===== src/rtl/uart_byte_rx.sv =====
// uart_byte_rx: 8N1 UART byte receiver.
// The serial line is synchronised, then timed by a 16-bit phase accumulator in 1/256-clock units.
// The accumulator keeps the fractional residue, so non-integer clocks-per-bit ratios do not drift.
module uart_byte_rx #(
   parameter real SYSCLOCK = 100.0,  // system clock, MHz
   parameter real BAUDRATE = 12.0    // line rate, Mbit/s
) (
   input  logic       clk,
   input  logic       rst_sync,
   input  logic       uart_rx,
   output logic [7:0] rx_data,
   output logic       rx_valid,
   output logic       rx_frame_err,
   output logic       rx_bsy
);

   // Bit period in 1/256-clock units; int'() of a real rounds to nearest.
   localparam int unsigned BIT_PERIOD  = int'(256.0 * SYSCLOCK / BAUDRATE);
   localparam int unsigned HALF_PERIOD = BIT_PERIOD / 2;

   localparam logic [15:0] BitTarget  = 16'(BIT_PERIOD);
   localparam logic [15:0] HalfTarget = 16'(HALF_PERIOD);
   localparam logic [15:0] AccStep    = 16'd256;

   // Elaboration-time guards on the parameter pair.
   if ((BIT_PERIOD + 256) >= 65536) begin : g_acc_width_check
      $error("uart_byte_rx: BIT_PERIOD+256 does not fit the 16-bit accumulator");
   end
   if ((SYSCLOCK / BAUDRATE) < 4.0) begin : g_ratio_check
      $error("uart_byte_rx: SYSCLOCK/BAUDRATE must be at least 4.0");
   end

   typedef enum logic [2:0] {
      StIdle,
      StStart,
      StData,
      StStop,
      StBreak
   } state_e;

   state_e      state_q;
   logic [1:0]  sync_q;     // [0] first stage, [1] synchronised line
   logic        prev_q;     // synchronised line one cycle earlier, for edge detection
   logic [15:0] acc_q;
   logic [2:0]  bit_idx_q;
   logic [7:0]  shift_q;

   logic        line;
   logic        fall;
   logic [15:0] target;
   logic        sample;
   logic [15:0] acc_next;

   assign line = sync_q[1];
   assign fall = prev_q & ~line;

   // Two-flop synchroniser plus the delayed copy used for falling-edge detection.
   always_ff @(posedge clk) begin
      if (rst_sync) begin
         sync_q <= 2'b11;
         prev_q <= 1'b1;
      end else begin
         sync_q <= {sync_q[0], uart_rx};
         prev_q <= sync_q[1];
      end
   end

   // Sample-event decode: first target after a start edge is half a bit, later ones a full bit.
   always_comb begin
      target   = (state_q == StStart) ? HalfTarget : BitTarget;
      sample   = (acc_q >= target);
      acc_next = sample ? (acc_q + AccStep - target) : (acc_q + AccStep);
   end

   // Receive FSM with registered output pulses and data register.
   always_ff @(posedge clk) begin
      if (rst_sync) begin
         state_q      <= StIdle;
         acc_q        <= 16'd0;
         bit_idx_q    <= 3'd0;
         shift_q      <= 8'h00;
         rx_data      <= 8'h00;
         rx_valid     <= 1'b0;
         rx_frame_err <= 1'b0;
      end else begin
         rx_valid     <= 1'b0;
         rx_frame_err <= 1'b0;
         unique case (state_q)
            StIdle: begin
               if (fall) begin
                  state_q   <= StStart;
                  acc_q     <= 16'd0;
                  bit_idx_q <= 3'd0;
               end
            end
            StStart: begin
               acc_q <= acc_next;
               if (sample) begin
                  // A high line at mid start bit was a glitch, not a start bit.
                  state_q <= line ? StIdle : StData;
               end
            end
            StData: begin
               acc_q <= acc_next;
               if (sample) begin
                  shift_q   <= {line, shift_q[7:1]};
                  bit_idx_q <= bit_idx_q + 3'd1;
                  if (bit_idx_q == 3'd7) begin
                     state_q <= StStop;
                  end
               end
            end
            StStop: begin
               acc_q <= acc_next;
               if (sample) begin
                  if (line) begin
                     rx_data  <= shift_q;
                     rx_valid <= 1'b1;
                     state_q  <= StIdle;
                  end else begin
                     rx_frame_err <= 1'b1;
                     state_q      <= StBreak;
                  end
               end
            end
            StBreak: begin
               // Wait out a held-low line so its release cannot look like a start edge.
               if (line) begin
                  state_q <= StIdle;
               end
            end
            default: begin
               state_q <= StIdle;
            end
         endcase
      end
   end

   assign rx_bsy = (state_q != StIdle);

   // A byte is either good or badly framed, never both.
   a_pulse_exclusive : assert property (@(posedge clk) !(rx_valid && rx_frame_err));

   // Accumulator never exceeds one bit period plus one step.
   a_acc_bounded : assert property (@(posedge clk) disable iff (rst_sync)
      (acc_q <= BitTarget + AccStep));

endmodule


===== config.mk =====
export PLATFORM = sky130hd
export DESIGN_NAME = uart_byte_rx
export DESIGN_NICKNAME = d
export VERILOG_FILES = /design/src/rtl/uart_byte_rx.sv
export SDC_FILE = /design/constraint.sdc
export NUM_CORES = 1
export LEC_CHECK = 0
export CAP_MARGIN = 25
export CORE_MARGIN = 10
export CORE_UTILIZATION = 55
export DETAILED_ROUTE_END_ITERATION = 12
export PLACE_DENSITY = 0.74
export RECOVER_POWER = 100
export SLEW_MARGIN = 5
export SYNTH_ARGS = -nofsm -noshare
export SYNTH_HDL_FRONTEND = slang
export SYNTH_SLANG_ARGS = --single-unit

===== constraint.sdc =====
create_clock -name clk -period 6.2 [get_ports clk]
set_input_delay 1.86 -clock clk [delete_from_list [all_inputs] [get_ports clk]]
set_output_delay 1.86 -clock clk [all_outputs]
set_load 0.01 [all_outputs]

==> summary.txt <==
Route
  – DRC marker count from the first detailed-route iteration: approximately 120
  – Via count: ~2100
  – Per-cell routed wire length: around 15 um
  – Detail Route Antenna Nets: 0
  – Routed wire length: 5300 um
  – Via density per instance: 5.93
  – DR DRC count: 0
  – Drt first pass iters: 4

Critical path
  – CP Cell Sequence: dlygate4sd3_1, clkbuf_1, nor2b_1, nand3_1, o21ai_0, or3b_1
  – FF-to-FF Start: state_q[2]
  – CP Launch Point: rst_sync
  – Worst-case reg-to-reg path depth: 11
  – Worst R2R End: rx_data[5]
  – End of the critical path: acc_q[14]
  – WP data arrival: 4530 ps
  – Kind of start point of the critical path: input port
  – CP Data Required Time: 6390 ps
  – Kind of critical path: in2reg
  – Maximum fanout along the worst path: 44
  – R2R Setup Slk: 2520 ps
  – Slowest stage delay, CP: 1360 ps
  – Crit. End Element: register
  – Slowest CP cell: clkbuf_1

Timing
  – Fmax: roughly 230 MHz
  – Clock skew: between 8 and 9 ps
  – Setup ws final: roughly 1900 ps
  – Final worst path period share: 70.1%
  – Final hold slack: 414 ps
  – Total negative slack: 0 ps
  – Worst-Margin Slew: 1910 ps
  – Period minus WS final: 4340 ps
  – Final Hold Fails: 0
  – Worst rel slew slack: -27.0%
  – Setup-failing EPs final: 0
  – RSZ-0062 raised after global routing: no
  – Final-report max-slew violation count: 45

Finish
  – Non-filler instance count after layout: 351
  – Ratio of cells with drive above 1 in the final layout: 7.36%
  – Area of the multi-input gates: 1500 sq um
  – Register area: 861 sq um
  – Layout area overhead: 10.3%
  – Ant diodes: 0
  – Fill count: 375
  – Fin util: around 62%
  – Post-route cell area: 2710 sq um
  – Final-stage net count: approximately 320

Clock network
  – TritonCTS clock tree: done
  – PostCTS Resize Cnt: 0
  – Clk pin slew, worst setup/hold paths: 90 ps
  – Clock Path Buffers: 2
  – Clock latency on the worst-skew pair: 300 ps
  – Post-CTS setup buffers: 0
  – Post-CTS Hold Buffers: 0
  – Max H-tree Level: 2
  – CTS buffer count: 5
  – Root Driver: clkbuf_8
  – CTS sink count: 43

Global route
  – Total gr overflow: 0
  – Largest net degree at the start of global routing: 45
  – Most Used Layer, Global Route: met2
  – Grt met3 use: 3.65%
  – Met1 Use GR: 19.0%
  – First-pass GRT wire length: 9070 um
  – Vias in the first global route: 1915
  – Initial antenna violation count: 0
  – Global Route Usage Sum: 14.4%
  – Met2 GRT Util: 22.1%

Placed design
  – Pre-CTS WS: roughly 2600 ps
  – HPWL after DPL: 3560 um
  – Placed inst area: 2610 sq um
  – Number of port buffers: 13
  – Dpl cells: 343
  – GP Congestion: 0.861

Flow run
  – Max Cap Viol: 1

Power
  – Worst VDD drop: 0.000149 V
  – Lkg Pwr: roughly 1.1 nW
  – PnR Total Power: approximately 550 uW
  – Power Dens Cells: roughly 200 nW/um^2

Floorplanning
  – Area of the die: 7550 sq um
  – Top Ports: 14
  – Initial core utilization: 56.5%
  – Row count: 24
  – Die height: 86.9 um
  – Chip width: 86.9 um
  – Core ar.: 4350 sq um

Synth
  – Synth Area per Inst: approximately 8.5 sq um
  – Seq/Total Area, Yosys: 35.0%
  – Main synth FF type: dfxtp_1
  – Post-synthesis instance total: 290
  – Yosys cell types: 53
  – Yosys warns: 0
  – Asr flop ratio synth: 0%
  – Post-synth EDFFs: 0
  – Syn_nets: 310
  – Mapped cell area: 2460 sq um
  – Synth Register Bits: 43

Outcome
  – Failing checks: max-capacitance violations, max-slew violations
  – Outcome: finished, violations left

Worst hold path
  – Hold Path Class: reg2reg
  – Hold path start: sync_q[0]
## worst max-delay path, delay by kind of cell
| kind | cells | cell delay (ps) |
|---|---|---|
| AO/OA/AOI/OAI | 1 | 80 |
| buffers and inverters | 2 | 1880 |
| AND/OR/NAND/NOR | 3 | 710 |
## where the power goes
part	internal (mW)	switching (mW)	leakage, nW	total [mW]
Clock	0.120	0.102	0.0581	0.222
Combinational	0.0176	0.0298	0.724	0.0474
Sequential	0.278	0.00275	0.347	0.281
## registers in the layout, indices dropped and copies added, names as in the netlist, 2 cells and up
signal and flops:
state_q 3, shift_q 8, rx_data 8, acc_q 16
bit_idx_q 3, sync_q 2
## cell type report
type,count,area share (%)
clock inverters,3,1.61
repair buffers,15,5.21
flip-flops and latches,43,31.7
clock buffers,5,2.54
inverters,9,1.24
multi-input cells,224,55.3
well taps,52,2.40
## how the worst min path moves through the flow
stage                      to  slack (ps)  cells past startpoint
floorplan           sync_q[1]         390                      1
finish              sync_q[1]         410                      1
global placement    sync_q[1]         400                      1
CTS                 sync_q[1]         420                      1
global route        sync_q[1]         430                      1
detailed placement  sync_q[1]         400                      1
## cells in the final DEF, fill, tap and decap left out, types with 2 or more instances in the layout
cell / instances
or2_2: 8
a211oi_1: 3
or3_1: 8
and3_1: 5
nor3_1: 14
o211a_1: 2
mux2_2: 2
nor2_1: 37
or2_1: 2
o21a_1: 3
clkbuf_8: 5
or4_1: 2
o21ai_0: 9
nand3_1: 12
xnor2_1: 6
nor2b_1: 3
dfxtp_1: 43
a31oi_1: 4
a21o_1: 3
nand4_1: 2
xor2_1: 4
nand2_1: 15
a21oi_1: 18
mux2i_1: 17
dlygate4sd3_1: 12
nand2b_1: 4
ha_1: 16
inv_1: 9
nand3b_1: 3
nor4_1: 2
## metal layers
layer / routed length, um / vias to the layer above / part of all wire [%]
li1: - / 1047 / -
met1: 2630 / 981 / 50
met2: 2340 / 44 / 44
met3: 229 / 8 / 4.3
met4: 98 / 0 / 1.9
met5: 0 / - / 0
## synth_stat cells, types with 3 or more instances
cell type	n	area share [%]
and3_1	5	1.3
nor2_1	37	5.6
or2_2	8	2.0
nand2b_1	4	1.0
nand3_1	12	2.4
ha_1	16	8.1
or3_1	8	2.0
nand2_1	15	2.3
xnor2_1	6	2.1
mux2i_1	17	6.9
o21ai_0	9	1.8
a211oi_1	3	0.92
o21a_1	3	0.92
a21oi_1	18	3.7
clkbuf_1	9	1.4
inv_1	9	1.4
dfxtp_1	43	35
a21o_1	3	0.92
a31oi_1	4	1.0
nand3b_1	3	0.92
nor2b_1	3	0.76
xor2_1	4	1.4
nor3_1	14	2.8
## logic make-up after synthesis
family | synth area share, %
buffers and inverters | 4.07
adders and majority gates | 8.95
and+or+nand+nor | 26.4
xor gates and xnor gates | 3.56
muxes | 7.83
AOI/OAI and AO/OA | 14.2
DFF | 35.0
Power figures use the tool's default switching activity.
